===== config.mk =====
export PLATFORM = sky130hd
export DESIGN_NAME = bop_buffer_ctrl
export DESIGN_NICKNAME = d
export VERILOG_FILES = /design/src/rtl/bop_buffer_ctrl_pkg.sv /design/src/rtl/bop_buffer_ctrl_rr_arb2.sv /design/src/rtl/bop_buffer_ctrl.sv
export SDC_FILE = /design/constraint.sdc
export NUM_CORES = 1
export LEC_CHECK = 0
export CORE_MARGIN = 2
export CORE_UTILIZATION = 40
export DETAILED_ROUTE_END_ITERATION = 7
export PLACE_DENSITY = 0.86
export SYNTH_ARGS = -nofsm -noshare
export SYNTH_HDL_FRONTEND = slang
export SYNTH_HIERARCHICAL = 1
export SYNTH_SLANG_ARGS = --single-unit

===== constraint.sdc =====
create_clock -name clk_i -period 3.7 [get_ports clk_i]
set_clock_uncertainty 0.15 [all_clocks]
set_input_delay 0.555 -clock clk_i [delete_from_list [all_inputs] [get_ports clk_i]]
set_output_delay 0.555 -clock clk_i [all_outputs]
set_load 0.03 [all_outputs]

===== src/rtl/bop_buffer_ctrl_pkg.sv =====
// Shared BOP definitions: insert payload, controller states and default sizing.
package bop_buffer_ctrl_pkg;

  localparam int BOP_NUM_ENTRIES = 8;
  localparam int BOP_STARVE_MAX  = 4;

  typedef struct packed {
    logic [31:0] first;
    logic [31:0] last;
  } bop_ins_t;

  typedef enum logic {
    RUN   = 1'b0,
    FLUSH = 1'b1
  } bop_ctrl_state_e;

endpackage


===== src/rtl/bop_buffer_ctrl_rr_arb2.sv =====
// Two-way round-robin arbiter; r_rr holds the last granted ID so the other side wins a tie.
module bop_rr_arb2 (
  input  logic       clk_i,
  input  logic       rst_i,
  input  logic [1:0] req_i,
  output logic [1:0] gnt_o
);

  logic r_rr;

  always_comb begin
    gnt_o = req_i;
    if (req_i == 2'b11) gnt_o = r_rr ? 2'b01 : 2'b10;
  end

  always_ff @(posedge clk_i) begin
    if (rst_i)       r_rr <= 1'b1;
    else if (|gnt_o) r_rr <= gnt_o[1];
  end

endmodule


===== src/rtl/bop_buffer_ctrl.sv =====
// Arbitrates the circular buffer's lookup port between load/store checks, serialises
// interval inserts through a one-entry holding register, and sequences entry flushes.
module bop_buffer_ctrl
  import bop_buffer_ctrl_pkg::*;
#(
  parameter int NUM_ENTRIES = BOP_NUM_ENTRIES,
  parameter int IDX_W       = $clog2(NUM_ENTRIES),
  parameter int STARVE_MAX  = BOP_STARVE_MAX
) (
  input  logic             clk_i,
  input  logic             rst_i,
  input  logic             en_i,
  input  logic             flush_i,
  output logic             flush_busy_o,
  input  logic [1:0]       lk_valid_i,
  input  logic [1:0][31:0] lk_addr_i,
  output logic [1:0]       lk_ready_o,
  output logic             rsp_valid_o,
  output logic             rsp_id_o,
  output logic             rsp_in_range_o,
  output logic             rsp_is_first_o,
  input  logic             ins_valid_i,
  input  logic [31:0]      ins_first_i,
  input  logic [31:0]      ins_last_i,
  output logic             ins_ready_o,
  output logic             buf_wr_en_o,
  output logic [31:0]      buf_first_o,
  output logic [31:0]      buf_last_o,
  output logic [31:0]      buf_addr_o,
  input  logic             buf_in_range_i,
  input  logic             buf_is_first_i,
  output logic             buf_clr_en_o,
  output logic [IDX_W-1:0] buf_clr_idx_o
);

  localparam int SW = $clog2(STARVE_MAX + 1);

  bop_ctrl_state_e r_state;
  logic [IDX_W-1:0] r_idx;
  logic             r_pend;
  bop_ins_t         r_ins;
  logic [SW-1:0]    r_starve;
  logic             r_rsp_valid, r_rsp_id, r_rsp_in_range, r_rsp_is_first;

  logic       w_run, w_force, w_drain, w_ins_rdy, w_lk_ok;
  logic [1:0] w_req, w_gnt;

  // A flush request in RUN already blocks drains, inserts and grants this cycle.
  assign w_run     = (r_state == RUN) && !rst_i;
  assign w_force   = (r_starve == SW'(STARVE_MAX)) && (|lk_valid_i);
  assign w_drain   = r_pend && w_run && !w_force && !flush_i;
  assign w_ins_rdy = w_run && !flush_i && (!r_pend || w_drain);
  assign w_lk_ok   = w_run && !flush_i && !w_drain;
  assign w_req     = lk_valid_i & {2{w_lk_ok}};

  bop_rr_arb2 u_arb (
    .clk_i (clk_i),
    .rst_i (rst_i),
    .req_i (w_req),
    .gnt_o (w_gnt)
  );

  always_ff @(posedge clk_i) begin
    if (rst_i) begin
      r_state        <= RUN;
      r_idx          <= '0;
      r_pend         <= 1'b0;
      r_ins          <= '0;
      r_starve       <= '0;
      r_rsp_valid    <= 1'b0;
      r_rsp_id       <= 1'b0;
      r_rsp_in_range <= 1'b0;
      r_rsp_is_first <= 1'b0;
    end else begin
      case (r_state)
        RUN: if (flush_i) begin
          r_state <= FLUSH;
          r_idx   <= '0;
        end
        FLUSH: begin
          if (flush_i) r_idx <= '0;
          else if (r_idx == IDX_W'(NUM_ENTRIES - 1)) begin
            r_state <= RUN;
            r_idx   <= '0;
          end else r_idx <= r_idx + 1'b1;
        end
        default: r_state <= RUN;
      endcase

      // Disabled unit still acks inserts but never arms the holding register.
      if (flush_i || r_state == FLUSH) r_pend <= 1'b0;
      else if (w_ins_rdy && ins_valid_i) begin
        r_pend <= en_i;
        r_ins  <= '{first: ins_first_i, last: ins_last_i};
      end else if (w_drain) r_pend <= 1'b0;

      if (|w_gnt) r_starve <= '0;
      else if ((|lk_valid_i) && w_drain && r_starve != SW'(STARVE_MAX))
        r_starve <= r_starve + 1'b1;

      r_rsp_valid    <= |w_gnt;
      r_rsp_id       <= w_gnt[1];
      r_rsp_in_range <= (|w_gnt) & buf_in_range_i & en_i;
      r_rsp_is_first <= (|w_gnt) & buf_is_first_i & en_i;
    end
  end

  assign flush_busy_o   = (r_state == FLUSH);
  assign lk_ready_o     = w_gnt;
  assign ins_ready_o    = w_ins_rdy;
  assign buf_wr_en_o    = w_drain;
  assign buf_first_o    = w_drain ? r_ins.first : '0;
  assign buf_last_o     = w_drain ? r_ins.last  : '0;
  assign buf_addr_o     = w_gnt[1] ? lk_addr_i[1] : (w_gnt[0] ? lk_addr_i[0] : '0);
  assign buf_clr_en_o   = (r_state == FLUSH);
  assign buf_clr_idx_o  = (r_state == FLUSH) ? r_idx : '0;
  assign rsp_valid_o    = r_rsp_valid;
  assign rsp_id_o       = r_rsp_id;
  assign rsp_in_range_o = r_rsp_in_range;
  assign rsp_is_first_o = r_rsp_is_first;

endmodule


==> results of run 1 <==
per-layer routing:
layer / global-route usage / up-vias / routed length [um]
met2: 0.392 / 177 / 6410
met1: 0.363 / 2019 / 6260
met4: 0.0678 / 0 / 209
li1: - / 2145 / -
met5: 0 / - / 0
met3: 0.0536 / 21 / 981
final cells by class:
class / count / area (um2) / share of cell area
Timing Repair Buffer: 257 / 2380 / 0.372
Multi-Input combinational cell: 348 / 2080 / 0.326
Sequential cell: 77 / 1540 / 0.241
Tap cell: 133 / 166 / 0.0260
Clock buffer: 11 / 131 / 0.0205
Clock inverter: 5 / 75.1 / 0.0117
Inverter: 5 / 18.8 / 0.00293
cells by family (layout without fill, tap and decap cells):
kind of cell | count (synthesis) | in the layout
mux | 2 | 2
flops | 77 | 77
fa+ha+maj | 4 | 4
compound gates | 177 | 177
buf+inv | 57 | 278
simple gates | 165 | 165
cell usage after synthesis:
cell	number	area share
dfxtp_1	77	0.39
and2_1	69	0.11
a21oi_1	67	0.085
nand3_1	64	0.082
o21ai_1	57	0.073
a22o_1	30	0.067
clkbuf_1	23	0.022
buf_6	13	0.037
o21ai_0	8	0.010
buf_2	7	0.0089
nand2_1	7	0.0067
nor2_1	6	0.0057
buf_1	5	0.0048
inv_1	5	0.0048
and3_1	4	0.0064
ha_1	4	0.013
nor3_1	4	0.0051
buf_4	3	0.0057
o21ai_2	3	0.0067
a21boi_0	2	0.0038
a31oi_1	2	0.0032
mux2i_1	2	0.0051
nor2b_1	2	0.0032
o21a_1	2	0.0038
o31ai_1	2	0.0038
a21o_1	1	0.0019
clkbuf_2	1	0.0013
nand3b_1	1	0.0019
nand4_1	1	0.0016
nor3_4	1	0.0041
nor3b_1	1	0.0019
nor4_1	1	0.0016
nor4b_2	1	0.0038
o2111a_1	1	0.0029
o2111ai_1	1	0.0022
o211a_1	1	0.0025
or2_1	1	0.0016
or3_1	1	0.0016
or4b_1	1	0.0025
cells in the final DEF, fill, tap and decap left out, drive strengths merged, types with 6 or more instances in the layout:
cell and n:
clkdlybuf4s50 146, nor2 6, nand3 64, o21ai 68, a21oi 67, clkbuf 11
and2 69, a22o 30, buf 111, dfxtp 77, nand2 7
power by group:
part | switching (mW) | internal [mW]
Clock | 0.299 | 0.378
Sequential | 0.0103 | 0.850
Combinational | 0.143 | 0.193
final timing paths:
path,cells after the start,end,from
worst max-delay path,9,buf_addr_o[7],lk_valid_i[0]
worst min-delay path,2,r_ins[38]$_SDFFE_PP0P_,r_ins[38]$_SDFFE_PP0P_
worst max register to register,11,r_starve[2]$_SDFFE_PP0P_,r_starve[0]$_SDFFE_PP0P_
worst min register to register,2,r_ins[38]$_SDFFE_PP0P_,r_ins[38]$_SDFFE_PP0P_
per-stage QoR:
step	hold slack (ns)	power (mW)	instance area, um2	worst slack [ns]	cells
finish	0.314	1.87	6400	0.229	836
detailed placement	0.308	1.21	6190	0.273	820
floorplan	0.289	1.01	3930	0.106	482
CTS	0.318	1.89	6400	0.251	836
global placement	0.294	1.21	6190	0.372	820
global route	0.335	1.96	6400	0.0471	836
critical path: cells and delay by family:
kind | cells | cell delay, ns
AOI/OAI and AO/OA | 3 | 0.72
buffers and inverters | 3 | 0.93
and+or+nand+nor | 3 | 0.54
==> metrics.yaml, run 1 <==
sta:
  post-route-min-period_ns: 3.47
  fin_crit_sh: 0.938
  hold_violations: 0
  tns_ns: 0
  rsz0062_at_grt: "false"
  worstMarginPinSlew_ns: 0.829
  maxSlewHeadroom: 0.447
  fmax_mhz: 288
  maxSlewViolCount: 0
  finalSetupViolCount: 0
floorplanning:
  start_util: 0.408
  std_cell_rows: 36
  core_mm2: 0.00964
  die_w_um: 103
  dieArea_mm2: 0.0106
  ios: 246
  die_h_um: 103
route:
  ant_nets: 0
  viasPerCell: 5.22
  wire_per_inst_um: 16.6
  wl_mm: 13.9
  drc_errors: 0
  firstDrtPassIters: 4
  first_iter_violations: 273
  via_count: 4362
logic_synthesis:
  ys_seq_elements: 77
  synth_compound_area_frac: 0.266
  yosys_warnings: 6
  yosys-mux-area-fraction: 0.00510
  synth_top_family_by_area: "compound AO/OA/AOI/OAI gates"
  synth-seq-area-share: 0.392
  ys_types: 39
  syn_area_mm2: 0.00393
  avgSynthCellArea_um2: 8.15
  yosys.area_share.adder: 0.0127
  netlist_instances: 482
  synth_simple_gate_area_frac: 0.239
  syn_nets: 623
  synth-xor-area-share: 0
final_layout:
  largest_reg_flops: 64
  syn_to_final_growth_pct: 62.8
  top_regs: "r_ins: 64 flops, r_idx: 3 flops, r_starve: 3 flops"
  n_antenna_cell: 0
  fill_cells: 811
  drive_gt1_frac: 0.191
  fin_nets: 839
  fin_util: 0.664
  max_flop_register: "r_ins"
global_routing:
  antenna_found_initial: 0
  grtUsageTotal: 0.255
  grt_max_degree: 75
  grt_pass1_vias: 4050
  grt.overflow.total: 0
  grt_pass1_wl_mm: 21.3
setup_path:
  crit_top_cell: "buf_12"
  path_max_fanout: 30
  crit_path_max_incr_delay_ns: 0.60
  cp-end-kind: "output pin"
  worstSetupStartpointType: "input port"
  slowest_stage: "clkdlybuf4s50_1"
  critPathKind: "in -> out"
  r2r_setup_slack_ns: 1.09
  crit_chain: "clkdlybuf4s50_1 > nor2_1 > o21ai_0 > and3_1 > a21boi_0 > nor2b_2 > buf_12 > a22o_1 > buf_12"
  arrival_ns: 2.77
  cp.required_ns: 2.99
place:
  dpl.hpwl_mm: 9.59
  portBuffers: 245
  place_congestion: 0.939
clock_network:
  cts_tree: "yes"
  clkSlewWorstSetupHoldPaths_ns: 0.07
  postCtsHoldBufs: 0
  clk_latency_ns: 0.33
  cts.path.max_buffers: 2
  htree_levels: 3
  cts_root_buf: "clkbuf_8"
  cts_buffers: 9
  post_cts_resized: 0
  clkSinkCount: 77
  postCtsSetupRepairBufs: 0
hold_path:
  min_path_type: "reg -> reg"
run_status:
  status: "finished clean"
flow_run:
  drv_cap: 0
power:
  cellLeakagePower_nw: 2.54
  power.ir.vdd_worst_mv: 0.222
  powerDensity_mw_per_mm2: 293
(Power assumes the default switching activity.)
==> run 2, diff against run 1 <==
--- a/config.mk
+++ b/config.mk
@@ -5,11 +5,11 @@
 export SDC_FILE = /design/constraint.sdc
 export NUM_CORES = 1
 export LEC_CHECK = 0
+export CORE_ASPECT_RATIO = 0.75
 export CORE_MARGIN = 2
 export CORE_UTILIZATION = 40
 export DETAILED_ROUTE_END_ITERATION = 7
-export PLACE_DENSITY = 0.86
+export PLACE_DENSITY = 0.87
 export SYNTH_ARGS = -nofsm -noshare
 export SYNTH_HDL_FRONTEND = slang
-export SYNTH_HIERARCHICAL = 1
 export SYNTH_SLANG_ARGS = --single-unit
==> run 2 against run 1 <==
Against the previous run:
- sequential share of layout area fell by 0.55 points
- synthesized cell count fell by 0.62%
- combinational power fell by 3%
- final area rose by 2.3%
- critical path depth fell by 3
- critical path type unchanged
- highest routed layer unchanged
==> metrics.yaml, run 2 <==
route:
  via_count: 4481
  drc_errors: 0
  wl_mm: 15.1
  dr_wl_met3_mm: 1.17
  viasPerCell: 5.38
  m1WireLength_mm: 5.77
  wire_per_inst_um: 18.1
  dr.max_layer_used: "met4"
  firstDrtPassIters: 5
  met2_length_mm: 7.59
  first_iter_violations: 267
  ant_nets: 0
floorplanning:
  start_util: 0.406
  std_cell_rows: 31
  ios: 246
  dieArea_mm2: 0.0105
  die_h_um: 89.2
  core_mm2: 0.00954
  die_w_um: 118
final_layout:
  largest_reg_flops: 64
  max_flop_register: "r_ins"
  drive_gt1_frac: 0.193
  layout_common_cells: "145 x clkdlybuf4s50_1, 97 x buf_4, 77 x dfxtp_1"
  top_regs: "r_ins: 64 flops, r_idx: 3 flops, r_starve: 3 flops"
  fin_nets: 831
  final_common_cell: "clkdlybuf4s50_1"
  syn_to_final_growth_pct: 69.0
  fill_cells: 778
logic_synthesis:
  synth_top_area_share: 0.398
  avgSynthCellArea_um2: 8.09
  netlist_instances: 479
  syn_nets: 620
  async_flop_share: 0
  yosys_warnings: 0
  synth_edf_count: 0
  ys_types: 36
  ys.flop_type: "dfxtp_1"
  syn_area_mm2: 0.00387
  synth.most_common_cell: "dfxtp_1"
  ys_seq_elements: 77
  synth_common_cells: "77 x dfxtp_1, 70 x a21oi_1, 67 x and2_1"
  synth-seq-area-share: 0.398
  synth_top_cell_by_area: "dfxtp_1"
  synth_area_leaders: "dfxtp_1 40%, and2_1 11%, a21oi_1 9.0%"
clock_network:
  postCtsSetupRepairBufs: 0
  clk_latency_ns: 0.33
  cts_buffers: 9
  cts_root_buf: "clkbuf_16"
  clkSlewWorstSetupHoldPaths_ns: 0.06
  clkSinkCount: 77
  cts.path.max_buffers: 2
  cts_tree: "yes"
  postCtsHoldBufs: 0
  htree_levels: 3
  post_cts_resized: 0
setup_path:
  r2r-end: "r_ins[23]$_SDFFE_PP0P_"
  crit_path_max_incr_delay_ns: 0.56
  critPathKind: "in -> out"
  reg2regPathDepth: 3
  crit_top_cell: "buf_4"
  worstReg2RegStart: "buf_clr_en_o$_SDFF_PP0_"
  arrival_ns: 2.73
  crit_start: "flush_i"
  slowest_stage: "clkdlybuf4s50_1"
  cp.required_ns: 2.99
  crit_chain: "clkdlybuf4s50_1 > or3_4 > a2111oi_4 > buf_4 > a22o_1 > buf_4"
  r2r_setup_slack_ns: 1.25
  cp-end-kind: "output pin"
  worstSetupStartpointType: "input port"
  path_max_fanout: 33
power:
  p_sw_mw: 0.496
  pwr-share-seq: 0.419
  internal_power_mw: 1.56
  sw_frac_of_total: 0.241
  power.ir.vdd_worst_mv: 0.208
  power_frac_comb: 0.159
  clkPwrFrac: 0.422
  cellLeakagePower_nw: 2.57
  powerDensity_mw_per_mm2: 315
sta:
  fin_crit_sh: 0.929
  maxSlewViolCount: 0
  post-route-min-period_ns: 3.44
  fmax_mhz: 291
  tns_ns: 0
  rsz0062_at_grt: "false"
  worstMarginPinSlew_ns: 1.18
  hold_ws_ns: 0.320
  hold_violations: 0
  finalSetupViolCount: 0
  maxSlewHeadroom: 0.214
global_routing:
  grtUsageTotal: 0.276
  grt_pass1_wl_mm: 22.8
  grt_pass1_vias: 4191
  grt.overflow.total: 0
  antenna_found_initial: 6
  grt_max_degree: 65
hold_path:
  min_path_cells: 2
  hold_end: "r_ins[38]$_SDFFE_PP0P_"
  hold_start: "r_ins[38]$_SDFFE_PP0P_"
  min_path_type: "reg -> reg"
flow_run:
  drv_cap: 0
place:
  place_congestion: 0.987
  dpl.hpwl_mm: 11.1
  portBuffers: 245
run_status:
  status: "finished clean"
==> run 2: cell count changes in the layout (fill, tap and decap cells not counted), sizes merged, moves of 3 or more <==
cell,previous run,this run
and3,4,1
nand2,7,2
diode,0,6
inv,5,8
a21oi,67,70
==> run 2: how the worst max path moves through the flow <==
stage	to	cells past startpoint
floorplan	buf_addr_o[14]	4
global placement	buf_addr_o[27]	6
detailed placement	buf_addr_o[27]	6
CTS	buf_addr_o[27]	6
global route	buf_addr_o[21]	6
finish	buf_addr_o[21]	6
==> run 2: kinds of logic (layout without fill, tap and decap cells) <==
group / Yosys count / count (layout) / share of synthesized area
AOI/OAI and AO/OA: 179 / 179 / 0.279
adders and majority gates: 4 / 4 / 0.0129
buffers and inverters: 63 / 279 / 0.0727
DFF: 77 / 77 / 0.398
muxes: 2 / 2 / 0.00517
other: 0 / 6 / 0
and+or+nand+nor: 154 / 154 / 0.233
==> run 2: routing by layer <==
layer / up-vias / GRT usage
li1: 2138 / -
met5: - / 0
met1: 2109 / 0.306
met3: 35 / 0.0874
met4: 0 / 0.141
met2: 199 / 0.490
==> run 2: power by group through the flow <==
| stage | logic (mW) | registers [mW] | clock network (mW) |
|---|---|---|---|
| finish | 0.328 | 0.864 | 0.869 |
| floorplan | 0.119 | 0.881 | 0 |
| detailed placement | 0.326 | 0.882 | 0 |
| global placement | 0.322 | 0.880 | 0 |
| global route | 0.347 | 0.867 | 0.917 |
| CTS | 0.327 | 0.864 | 0.882 |
==> run 2: layout make-up <==
| type | count | area (um2) | share of cell area |
|---|---|---|---|
| clock buffers | 10 | 229 | 0.0350 |
| repair buffers | 255 | 2420 | 0.370 |
| multi-input cells | 339 | 2080 | 0.317 |
| flip-flops and latches | 77 | 1540 | 0.235 |
| inverters | 8 | 30.0 | 0.00459 |
| diodes | 6 | 15.0 | 0.00229 |
| well taps | 132 | 165 | 0.0252 |
| clock inverters | 6 | 63.8 | 0.00975 |
==> run 2: worst max-delay path: cells and delay by family <==
kind	cells	cell delay, ns
AOI/OAI and AO/OA	2	0.52
and+or+nand+nor	1	0.54
buffers and inverters	3	1.11
==> run 2: through the flow <==
step | setup slack (ns) | utilization | total power, mW | cell area, um2 | instances
after CTS | 0.292 | 0.685 | 2.07 | 6530 | 827
after detailed placement | 0.298 | 0.654 | 1.21 | 6240 | 811
final | 0.262 | 0.686 | 2.06 | 6550 | 833
after global placement | 0.379 | 0.654 | 1.20 | 6240 | 811
after global routing | 0.184 | 0.686 | 2.13 | 6550 | 833
after floorplan | 0.989 | - | 1.00 | 3870 | 479
==> variant: new RTL, config.mk and constraints of run 1 <==
`BOP_NUM_ENTRIES`: 8 -> 16.
--- a/src/rtl/bop_buffer_ctrl_pkg.sv
+++ b/src/rtl/bop_buffer_ctrl_pkg.sv
@@ -3,3 +3,3 @@
 
-  localparam int BOP_NUM_ENTRIES = 8;
+  localparam int BOP_NUM_ENTRIES = 16;
   localparam int BOP_STARVE_MAX  = 4;
Ports: changed (resized buf_clr_idx_o); port bits go from 246 to 247. No check against the original RTL was run, so the function may have changed too.
==> variant against run 1 <==
- setup slack better by 140 ps
- synthesized area is 0.38% higher
- critical path depth is 1 higher
- maximum frequency is 4.1% higher
- critical endpoint is now buf_addr_o[14]
- total power is 2.9% lower
- sequential cell count is 1 higher
- final area is 0.51% higher
- critical path type is now register to output pin
- register-to-register slack better by 210 ps
- routed wire length is 1.3% lower
- largest power group unchanged
==> variant: results (changes against run 1) <==
outcome: "completed"
crit_path_max_incr_delay_ps: 330  # -270 ps
synth_nets: 629  # +0.96%
syn_avg_cell_area_um2: 8.065  # -1.1%
grt_pass1_vias: 4107  # +1.4%
placedCellCount: 830  # +1.2%
clock_cell_area_share_pct: 2.938  # -0.29 points
nets: 848  # +1.1%
ys_seq_area_share_pct: 39.59  # +0.36 points
nMultiInputCombCells: 355  # +2.0%
buffers: 261  # +1.6%
setup_slack_ps: 366.8  # +138.2 ps
yosys.area_share.adder_pct: 0.9518  # -0.32 points
dpl_worst_slack_ps: 440.9  # +167.5 ps
setup.worst_path.start: "r_starve[0]"
fin_util_pct: 66.40  # about the same
clockBufferCount: 9  # -2
grt_max_degree: 65  # -13%
drt-initial-drc-count: 213  # -22%
routed_via_density: 5.206  # -0.23%
cp.arrival_ps: 2630  # -140 ps
cp_slowest_cell: "dfxtp_1"
grt_first_pass_wirelength_mm: 20.67  # -2.9%
buffer_area_share_pct: 37.28  # +0.084 points
reg2reg_setup_slack_ps: 1300  # +210 ps
power_clock_mw: 0.614  # -9.3%
clock-sinks: 78  # +1.3%
p_switching_mw: 0.4604  # +1.7%
synth.area.mux_share_pct: 0.2538  # -0.26 points
portBuffers: 246  # +0.41%
endpoint: "buf_addr_o[14]"
n_all_inverters: 3  # -2
report.power.total_mw: 1.820  # -2.9%
cp_top_family: "compound AO/OA/AOI/OAI gates"
slew_headroom_pct: 50.88  # +6.1 points
die_area_um2: 10670  # +0.37%
irDropWorstVdd_mv: 0.2254  # +1.6%
yosys-top-cells-count: "78 x dfxtp_1, 70 x and2_1, 67 x a21oi_1"
placed_cell_area_um2: 6241  # +0.81%
top_regs: "r_ins: 64 flops, r_idx: 4 flops, r_starve: 3 flops"
synth_area_leaders: "dfxtp_1 40%, and2_1 11%, a21oi_1 8.5%, nand3_1 8.4%, o21ai_1 7.2%"
-- variant: cell types whose count changed after synthesis, moves of 3 or more --
cell and delta:
clkbuf_2 +9, buf_2 +8, clkbuf_1 -6, buf_6 -5, buf_1 -3
-- variant: layer usage --
metal / up-vias / global-route usage (%) / wire [um] / share of wire, %
met5: - / 0 / 0 / 0
met4: 0 / 5.870 / 143 / 1.0
met3: 15 / 6.855 / 1058 / 7.7
met2: 174 / 37.76 / 6299 / 46
met1: 2037 / 34.37 / 6188 / 45
li1: 2178 / - / - / -
-- variant: worst min path at each step --
stage / from / end / slack [ps] / cells after the start
6_report: r_ins[25] / r_ins[25] / 310 / 2
5_1_grt: r_ins[7] / r_ins[7] / 350 / 2
4_1_cts: r_ins[25] / r_ins[25] / 320 / 2
3_5_place_dp: r_ins[38] / r_ins[38] / 310 / 2
3_3_place_gp: r_ins[38] / r_ins[38] / 290 / 2
2_1_floorplan: r_ins[25] / r_ins[25] / 290 / 2
